--- src/rtl/predictor_pkg.sv ---
// Shared widths and helper functions for the gshare direction predictor:
// counter reset value, saturating step and PHT index hash.
package predictor_pkg;

    localparam int DEF_INDEX_WIDTH = 6;
    localparam int DEF_HIST_WIDTH  = 4;
    localparam int DEF_CNT_WIDTH   = 2;
    localparam int MAX_CNT_WIDTH   = 4;
    localparam int MAX_IDX_WIDTH   = 16;

    // Weakly taken: only the MSB of a width-bit counter is set.
    function automatic logic [MAX_CNT_WIDTH-1:0] cnt_reset(input int width);
        return MAX_CNT_WIDTH'(4'd1 << (width - 1));
    endfunction

    function automatic logic [MAX_CNT_WIDTH-1:0] sat_next(
        input logic [MAX_CNT_WIDTH-1:0] cnt,
        input int                       width,
        input logic                     taken
    );
        logic [MAX_CNT_WIDTH-1:0] max_v;
        max_v = MAX_CNT_WIDTH'((5'd1 << width) - 5'd1);
        if (taken)
            return (cnt == max_v) ? cnt : cnt + 1'b1;
        else
            return (cnt == '0) ? cnt : cnt - 1'b1;
    endfunction

    // History sits in the low bits; callers zero-extend and truncate.
    function automatic logic [MAX_IDX_WIDTH-1:0] pht_index(
        input logic [MAX_IDX_WIDTH-1:0] addr,
        input logic [MAX_IDX_WIDTH-1:0] hist
    );
        return addr ^ hist;
    endfunction

endpackage

--- src/rtl/gshare_predictor_if.sv ---
// Fetch-side query/prediction and resolve-side update signals of the
// gshare predictor; master is the pipeline, slave is the predictor.
interface gshare_predictor_if
    import predictor_pkg::*;
#(
    parameter int INDEX_WIDTH = DEF_INDEX_WIDTH,
    parameter int HIST_WIDTH  = DEF_HIST_WIDTH
);
    logic                   query_valid;
    logic [INDEX_WIDTH-1:0] query_addr;
    logic                   pred_valid;
    logic                   pred_taken;
    logic [HIST_WIDTH-1:0]  pred_hist;
    logic                   update_valid;
    logic [INDEX_WIDTH-1:0] update_addr;
    logic [HIST_WIDTH-1:0]  update_hist;
    logic                   update_taken;
    logic                   update_mispredict;

    modport master (
        output query_valid, query_addr,
        input  pred_valid, pred_taken, pred_hist,
        output update_valid, update_addr, update_hist, update_taken, update_mispredict
    );

    modport slave (
        input  query_valid, query_addr,
        output pred_valid, pred_taken, pred_hist,
        input  update_valid, update_addr, update_hist, update_taken, update_mispredict
    );
endinterface

--- src/rtl/sat_counter_param.sv ---
// Width-generic saturating up/down counter, one per PHT entry; resets to
// weakly taken and steps only when enabled.
module sat_counter_param
    import predictor_pkg::*;
#(
    parameter int CNT_WIDTH = DEF_CNT_WIDTH
) (
    input  logic                 clk_i,
    input  logic                 rst_i,
    input  logic                 en_i,
    input  logic                 taken_i,
    output logic [CNT_WIDTH-1:0] cnt_o
);
    logic [CNT_WIDTH-1:0] cnt_q;
    logic [CNT_WIDTH-1:0] cnt_d;

    always_comb begin
        cnt_d = cnt_q;
        if (en_i)
            cnt_d = CNT_WIDTH'(sat_next(MAX_CNT_WIDTH'(cnt_q), CNT_WIDTH, taken_i));
    end

    always_ff @(posedge clk_i) begin
        if (rst_i)
            cnt_q <= CNT_WIDTH'(cnt_reset(CNT_WIDTH));
        else
            cnt_q <= cnt_d;
    end

    assign cnt_o = cnt_q;
endmodule

--- src/rtl/gshare_predictor.sv ---
// Gshare branch direction predictor: PHT of saturating counters indexed by
// addr ^ speculative GHR, one-cycle registered prediction, mispredict recovery.
// Optional lookup/mispredict statistics under GSHARE_PREDICTOR_STATS_EN.
module gshare_predictor
    import predictor_pkg::*;
#(
    parameter int INDEX_WIDTH = DEF_INDEX_WIDTH,
    parameter int HIST_WIDTH  = DEF_HIST_WIDTH,
    parameter int CNT_WIDTH   = DEF_CNT_WIDTH
) (
    input  logic        clk_in,
    input  logic        rst_in,
    input  logic        rdy_in,
`ifdef GSHARE_PREDICTOR_STATS_EN
    output logic [31:0] stat_lookups,
    output logic [31:0] stat_mispredicts,
`endif
    gshare_predictor_if.slave bus
);
    localparam int PHT_ENTRIES = 1 << INDEX_WIDTH;

    logic [CNT_WIDTH-1:0]   pht_cnt [PHT_ENTRIES];
    logic [INDEX_WIDTH-1:0] query_idx;
    logic [INDEX_WIDTH-1:0] update_idx;
    logic                   pred_bit;
    logic                   flush;
    logic                   accept;

    logic [HIST_WIDTH-1:0]  ghr_q,        ghr_d;
    logic                   pred_valid_q, pred_valid_d;
    logic                   pred_taken_q, pred_taken_d;
    logic [HIST_WIDTH-1:0]  pred_hist_q,  pred_hist_d;

    assign query_idx  = INDEX_WIDTH'(pht_index(MAX_IDX_WIDTH'(bus.query_addr),
                                               MAX_IDX_WIDTH'(ghr_q)));
    assign update_idx = INDEX_WIDTH'(pht_index(MAX_IDX_WIDTH'(bus.update_addr),
                                               MAX_IDX_WIDTH'(bus.update_hist)));

    // Read-before-write: the counter array output is the pre-update value.
    assign pred_bit = pht_cnt[query_idx][CNT_WIDTH-1];
    assign flush    = bus.update_valid & bus.update_mispredict;
    assign accept   = bus.query_valid & ~flush;

    for (genvar i = 0; i < PHT_ENTRIES; i++) begin : g_pht
        sat_counter_param #(.CNT_WIDTH(CNT_WIDTH)) u_cnt (
            .clk_i   (clk_in),
            .rst_i   (rst_in),
            .en_i    (rdy_in & bus.update_valid & (update_idx == INDEX_WIDTH'(i))),
            .taken_i (bus.update_taken),
            .cnt_o   (pht_cnt[i])
        );
    end

    always_comb begin
        ghr_d        = ghr_q;
        pred_valid_d = 1'b0;
        pred_taken_d = pred_taken_q;
        pred_hist_d  = pred_hist_q;
        if (accept) begin
            pred_valid_d = 1'b1;
            pred_taken_d = pred_bit;
            pred_hist_d  = ghr_q;
            // Truncating the concatenation also covers HIST_WIDTH == 1.
            ghr_d        = HIST_WIDTH'({ghr_q, pred_bit});
        end
        if (flush)
            ghr_d = HIST_WIDTH'({bus.update_hist, bus.update_taken});
    end

    always_ff @(posedge clk_in) begin
        if (rst_in) begin
            ghr_q        <= '0;
            pred_valid_q <= 1'b0;
            pred_taken_q <= 1'b0;
            pred_hist_q  <= '0;
        end else if (rdy_in) begin
            ghr_q        <= ghr_d;
            pred_valid_q <= pred_valid_d;
            pred_taken_q <= pred_taken_d;
            pred_hist_q  <= pred_hist_d;
        end
    end

    assign bus.pred_valid = pred_valid_q;
    assign bus.pred_taken = pred_taken_q;
    assign bus.pred_hist  = pred_hist_q;

`ifdef GSHARE_PREDICTOR_STATS_EN
    logic [31:0] lookups_q, lookups_d;
    logic [31:0] mispredicts_q, mispredicts_d;

    always_comb begin
        lookups_d     = lookups_q;
        mispredicts_d = mispredicts_q;
        if (accept)
            lookups_d = lookups_q + 32'd1;
        if (flush)
            mispredicts_d = mispredicts_q + 32'd1;
    end

    always_ff @(posedge clk_in) begin
        if (rst_in) begin
            lookups_q     <= '0;
            mispredicts_q <= '0;
        end else if (rdy_in) begin
            lookups_q     <= lookups_d;
            mispredicts_q <= mispredicts_d;
        end
    end

    assign stat_lookups     = lookups_q;
    assign stat_mispredicts = mispredicts_q;
`endif
endmodule

--- src/flat_wrapper.sv ---
// flat-port wrapper written by rule: the top's interface ports become plain ports
module gshare_predictor_flat import predictor_pkg::*;
#(
    parameter int INDEX_WIDTH = DEF_INDEX_WIDTH,
    parameter int HIST_WIDTH  = DEF_HIST_WIDTH,
    parameter int CNT_WIDTH   = DEF_CNT_WIDTH
)
  (clk_in, rst_in, rdy_in, bus_query_valid, bus_query_addr, bus_pred_valid, bus_pred_taken, bus_pred_hist, bus_update_valid, bus_update_addr, bus_update_hist, bus_update_taken, bus_update_mispredict);
  gshare_predictor_if #(.INDEX_WIDTH(INDEX_WIDTH), .HIST_WIDTH(HIST_WIDTH)) bus_i ();
  input  logic clk_in;
  input  logic rst_in;
  input  logic rdy_in;
  input wire logic [$bits(bus_i.query_valid)-1:0] bus_query_valid;
  input wire logic [$bits(bus_i.query_addr)-1:0] bus_query_addr;
  output wire logic [$bits(bus_i.pred_valid)-1:0] bus_pred_valid;
  output wire logic [$bits(bus_i.pred_taken)-1:0] bus_pred_taken;
  output wire logic [$bits(bus_i.pred_hist)-1:0] bus_pred_hist;
  input wire logic [$bits(bus_i.update_valid)-1:0] bus_update_valid;
  input wire logic [$bits(bus_i.update_addr)-1:0] bus_update_addr;
  input wire logic [$bits(bus_i.update_hist)-1:0] bus_update_hist;
  input wire logic [$bits(bus_i.update_taken)-1:0] bus_update_taken;
  input wire logic [$bits(bus_i.update_mispredict)-1:0] bus_update_mispredict;
  assign bus_i.query_valid = bus_query_valid;
  assign bus_i.query_addr = bus_query_addr;
  assign bus_pred_valid = bus_i.pred_valid;
  assign bus_pred_taken = bus_i.pred_taken;
  assign bus_pred_hist = bus_i.pred_hist;
  assign bus_i.update_valid = bus_update_valid;
  assign bus_i.update_addr = bus_update_addr;
  assign bus_i.update_hist = bus_update_hist;
  assign bus_i.update_taken = bus_update_taken;
  assign bus_i.update_mispredict = bus_update_mispredict;
  gshare_predictor #(.INDEX_WIDTH(INDEX_WIDTH), .HIST_WIDTH(HIST_WIDTH), .CNT_WIDTH(CNT_WIDTH)) u_core (.clk_in(clk_in), .rst_in(rst_in), .rdy_in(rdy_in), .bus(bus_i));
endmodule
--- config.mk ---
export PLATFORM = sky130hd
export DESIGN_NAME = gshare_predictor_flat
export DESIGN_NICKNAME = d
export VERILOG_FILES = /design/src/rtl/predictor_pkg.sv /design/src/rtl/gshare_predictor_if.sv /design/src/rtl/sat_counter_param.sv /design/src/rtl/gshare_predictor.sv /design/src/flat_wrapper.sv
export SDC_FILE = /design/constraint.sdc
export NUM_CORES = 1
export LEC_CHECK = 0
export ABC_AREA = 1
export BUFFER_PORTS_ARGS = -buffer_cell sky130_fd_sc_hd__buf_2
export CORE_MARGIN = 2
export CORE_UTILIZATION = 56
export DETAILED_ROUTE_END_ITERATION = 6
export HOLD_SLACK_MARGIN = 0.05
export PLACE_DENSITY = 0.76
export RECOVER_POWER = 50
export REMOVE_ABC_BUFFERS = 1
export SYNTH_ARGS = -nofsm -noshare
export SYNTH_HDL_FRONTEND = slang
export SYNTH_SLANG_ARGS = --single-unit
--- constraint.sdc ---
create_clock -name clk_in -period 1.75 [get_ports clk_in]
set_input_delay 0.175 -clock clk_in [delete_from_list [all_inputs] [get_ports clk_in]]
set_output_delay 0.175 -clock clk_in [all_outputs]
set_load 0.1 [all_outputs]
==> summary.txt <==
Status
  • Status: complete, no violations

STA
  • Tcrit/Tclk final: 0.954
  • Slew margin rel.: 0.639
  • Post-route setup slack: a little over 0.08 ns
  • Final count of hold timing violations: 0
  • Worst Hold Margin: 0.148 ns
  • Unrepaired setup endpoints after global routing: no
  • Worst setup skew after layout: 0.00740 ns
  • Fin. max-slew vios: 0
  • Maximum frequency from static timing analysis: between 500 and 600 MHz
  • Slew at the pin closest to its max-slew limit: approximately 0.54 ns
  • Post-route setup TNS: 0 ns
  • Final Critical Period: around 1.7 ns
  • # setup viols final: 0

Die
  • Number of ports placed on the die boundary: 29
  • Total die area: 13,500 um2
  • Initial Utilization: 0.579
  • Floorplan die height: approximately 120 um
  • Core region area: about 12,000 um2
  • Die X-Extent: 116 um
  • Placement row count: 40

Clock network
  • Clock latency at the later pin of the worst-skew pair: 0.43 ns
  • CTS max path bufs: 2
  • TritonCTS clock tree: built
  • CTS clk-pin slew, worst paths: 0.06 ns
  • Number of clock sinks: 138
  • Number of H-tree levels: 4
  • Cts bufs inserted: 17
  • Root buffer selected by CTS: sky130_fd_sc_hd__clkbuf_16

Global routing
  • Total routing resource utilization after global routing: 0.303
  • Met1 Resource Use GR: 0.407
  • Met3 Track Usage GR: 0.0633
  • Grt met2 use: 0.473
  • Grt total ovfl: 0
  • Antenna violations before repair: 0
  • Global route hottest layer: met2
  • Via count of the first global-routing pass: approximately 6,500
  • Global-route wire length before repair: about 32,000 um
  • Largest net degree at the start of global routing: 64

Setup path
  • Endpoint of the worst-slack reg-to-reg timing path: u_core.bus.pred_taken
  • Reg2Reg Launch Point: u_core.ghr_q[0]
  • Worst-path maximum fanout: 20
  • Crit path DAT: between 1.5 and 2 ns
  • Flop2flop setup slack: 0.08 ns
  • Setup crit start kind: flop
  • Crit end category: flop
  • Number of cells on the worst reg-to-reg path: 13
  • CP Launch Point: u_core.ghr_q[0]
  • Required time at the worst-slack endpoint: 2.07 ns
  • Crit Path Category: reg2reg

Synthesis
  • Average size of a mapped cell: around 7.3 um2
  • Area share of xor/xnor cells in the synthesized design: 0.0158
  • Multiplexer area fraction after synthesis: 0
  • Adder and majority gate portion of the synthesized area: 0
  • Compound-gate portion of the synthesized area: 0.295
  • Post-synth cell types: 29
  • Top cells by area, synth: sky130_fd_sc_hd__dfxtp_1 (39%), sky130_fd_sc_hd__inv_1 (7.4%), sky130_fd_sc_hd__nor2_1 (6.2%), sky130_fd_sc_hd__a21oi_1 (5.9%), sky130_fd_sc_hd__nand2_1 (5.6%)
  • Sequential cell area fraction in the yosys report: 0.392
  • Share of the synthesized area in the top cell type: 0.392
  • Syn. warnings: 0
  • Number of instances in the synthesized netlist: a little under 1,000
  • Synthesized-area fraction occupied by and/or/nand/nor cells: 0.180
  • Largest area contributor in the synthesized netlist: sky130_fd_sc_hd__dfxtp_1
  • Netlist area before placement: roughly 7000 um2
  • Dominant combinational cell family by area after synthesis: compound AO/OA/AOI/OAI gates
  • Flip-flop and latch count after synthesis: between 100 and 150

Pwr
  • Power per standard cell area: 893 nW/um2
  • Static leakage: approximately 0.0035 uW
  • Worst vdd rail ir drop: just over 0.7 mV

Final layout
  • Fraction of layout instances using a drive strength above 1: 0.181
  • Number of nets in the layout: 1,078
  • Total inserted antenna cells: 0
  • Final core occ: 0.708
  • Area growth from synthesis to final layout: 22.2%
  • # fillers: between 1,000 and 1,500

Drt
  • First-pass iteration count of the detailed router: 5
  • Violation count after the first detailed-route iteration: 600
  • Via density per instance: ~6
  • DRC violation count after routing: 0
  • Routed len/inst: between 15 and 20 um
  • Overall via count from detail_route: just over 7,000
  • Remaining number of nets flagged by the antenna check after routing: 0
  • Total Routed Length: slightly below 20,000 um

Flow run
  • Max-cap viol count: 0

Min path
  • Worst Hold Depth: 5
  • Hold Crit Class: in2reg
  • Min-Delay Startpoint: bus_query_valid
  • Hold worst-path end: u_core.bus.pred_hist[1]

Placement
  • Post-Place Worst Slack: -0.0134 ns
  • Total of buffers placed on input and output ports: 28
  • Post-DP HPWL: 13,100 um
  • Routability-driven placement congestion ratio: roughly 0.95
[per-layer routing]
metal,share of wire,up-vias
met2,0.46,296
met1,0.45,3327
li1,-,3558
met5,0,-
met4,0.027,0
met3,0.067,50
[cells in the mapped netlist]
master and n:
sky130_fd_sc_hd__nor3_2 4, sky130_fd_sc_hd__buf_1 2, sky130_fd_sc_hd__o21ai_0 29, sky130_fd_sc_hd__clkinv_1 1
sky130_fd_sc_hd__a221oi_1 40, sky130_fd_sc_hd__a211oi_1 49, sky130_fd_sc_hd__nand3_2 8, sky130_fd_sc_hd__o211ai_1 1
sky130_fd_sc_hd__inv_1 138, sky130_fd_sc_hd__buf_6 1, sky130_fd_sc_hd__xor2_2 1, sky130_fd_sc_hd__nor2_1 116
sky130_fd_sc_hd__xnor2_2 2, sky130_fd_sc_hd__xnor2_4 1, sky130_fd_sc_hd__o221ai_1 40, sky130_fd_sc_hd__o311ai_1 24
sky130_fd_sc_hd__a21oi_1 83, sky130_fd_sc_hd__nand3b_1 1, sky130_fd_sc_hd__inv_2 33, sky130_fd_sc_hd__nand2_1 106
sky130_fd_sc_hd__xnor2_1 4, sky130_fd_sc_hd__o21ai_1 41, sky130_fd_sc_hd__a31oi_1 3, sky130_fd_sc_hd__dfxtp_1 138
sky130_fd_sc_hd__buf_2 5, sky130_fd_sc_hd__clkbuf_1 36, sky130_fd_sc_hd__nand3_1 60, sky130_fd_sc_hd__nand2_2 1
sky130_fd_sc_hd__a21oi_2 1
[worst max path at each step]
stage,end,slack [ns],cells after the start
after floorplan,u_core.bus.pred_taken,-0.15,11
after CTS,u_core.ghr_q[0],0.0008,13
after detailed placement,u_core.g_pht[49].u_cnt.cnt_o[0],-0.01,10
final,u_core.bus.pred_taken,0.08,13
after global placement,u_core.g_pht[32].u_cnt.cnt_o[0],0.001,10
after global routing,u_core.g_pht[61].u_cnt.cnt_o[0],0.006,8
[metrics by stage]
step / instance area (um2) / total power, uW / std cells
2_1_floorplan: 6870 / 3690 / 925
4_1_cts: 8560 / 7670 / 1236
6_report: 8610 / 7690 / 1236
3_3_place_gp: 7930 / 4120 / 1200
3_5_place_dp: 7930 / 4120 / 1200
5_1_grt: 8610 / 7920 / 1236
[worst max-delay path, stage by stage (launching register included)]
cell                       delay, ns
sky130_fd_sc_hd__dfxtp_2        0.34
sky130_fd_sc_hd__inv_2          0.06
sky130_fd_sc_hd__nand2_1        0.07
sky130_fd_sc_hd__nand2_2        0.12
sky130_fd_sc_hd__buf_12         0.17
sky130_fd_sc_hd__nand2_1        0.08
sky130_fd_sc_hd__nand3_1        0.11
sky130_fd_sc_hd__nand3_1        0.10
sky130_fd_sc_hd__nand3_1        0.10
sky130_fd_sc_hd__nand3_1        0.10
sky130_fd_sc_hd__nand3_2        0.09
sky130_fd_sc_hd__nand3_1        0.07
sky130_fd_sc_hd__o211ai_1       0.11
sky130_fd_sc_hd__inv_2          0.04
[state kept, by name, summed over array words and instances (netlist names)]
name	cells
u_core.bus.pred_hist	4
u_core.ghr_q	4
u_core.g_pht.u_cnt.cnt_o	128
u_core.bus.pred_taken	1
u_core.bus.pred_valid	1
[power by group]
group          internal, uW  switching [uW]
Clock                  2200            1380
Combinational           320             596
Sequential             3170            23.3
Total                  5690            2000
[kinds of logic (layout without fill, tap and decap cells)]
logic type | count (synthesis) | after routing
AO/OA/AOI/OAI | 311 | 311
AND/OR/NAND/NOR | 296 | 296
buffers and inverters | 216 | 315
flip-flops | 138 | 138
XOR/XNOR | 8 | 8
[cells in the final DEF (no fill, tap or decap), types with 4 or more instances in the layout]
| cell type | count |
|---|---|
| sky130_fd_sc_hd__buf_2 | 19 |
| sky130_fd_sc_hd__dlygate4sd3_1 | 4 |
| sky130_fd_sc_hd__clkbuf_4 | 26 |
| sky130_fd_sc_hd__inv_2 | 33 |
| sky130_fd_sc_hd__xnor2_1 | 4 |
| sky130_fd_sc_hd__nand3_2 | 9 |
| sky130_fd_sc_hd__dfxtp_1 | 136 |
| sky130_fd_sc_hd__clkinv_2 | 4 |
| sky130_fd_sc_hd__inv_1 | 138 |
| sky130_fd_sc_hd__o21ai_0 | 36 |
| sky130_fd_sc_hd__o221ai_1 | 40 |
| sky130_fd_sc_hd__buf_4 | 42 |
| sky130_fd_sc_hd__o311ai_1 | 17 |
| sky130_fd_sc_hd__buf_12 | 9 |
| sky130_fd_sc_hd__nor3_2 | 4 |
| sky130_fd_sc_hd__a211oi_1 | 49 |
| sky130_fd_sc_hd__clkbuf_2 | 6 |
| sky130_fd_sc_hd__a21oi_1 | 83 |
| sky130_fd_sc_hd__nand2_1 | 104 |
| sky130_fd_sc_hd__a221oi_1 | 39 |
| sky130_fd_sc_hd__nor2_1 | 116 |
| sky130_fd_sc_hd__nand3_1 | 59 |
| sky130_fd_sc_hd__clkbuf_16 | 17 |
| sky130_fd_sc_hd__o21ai_1 | 34 |
| sky130_fd_sc_hd__o311ai_0 | 7 |
[repair_timing]
action,CTS,global route
setup endpoints to repair,0,3
endpoints found under the hold margin,4,0
hold buffers,4,0
setup buffers,0,0
gates resized for setup,0,11
[area by class of cell]
cell class / instances / area, um2 / share of cell area
Clock buffer: 21 / 470 / 0.0546
Clock inverter: 11 / 120 / 0.0140
Multi-Input combinational cell: 615 / 3500 / 0.406
Tap cell: 168 / 210 / 0.0244
Inverter: 172 / 646 / 0.0750
Sequential cell: 138 / 2770 / 0.321
Timing Repair Buffer: 111 / 901 / 0.105
No activity file was read; power rests on OpenSTA's default activity.
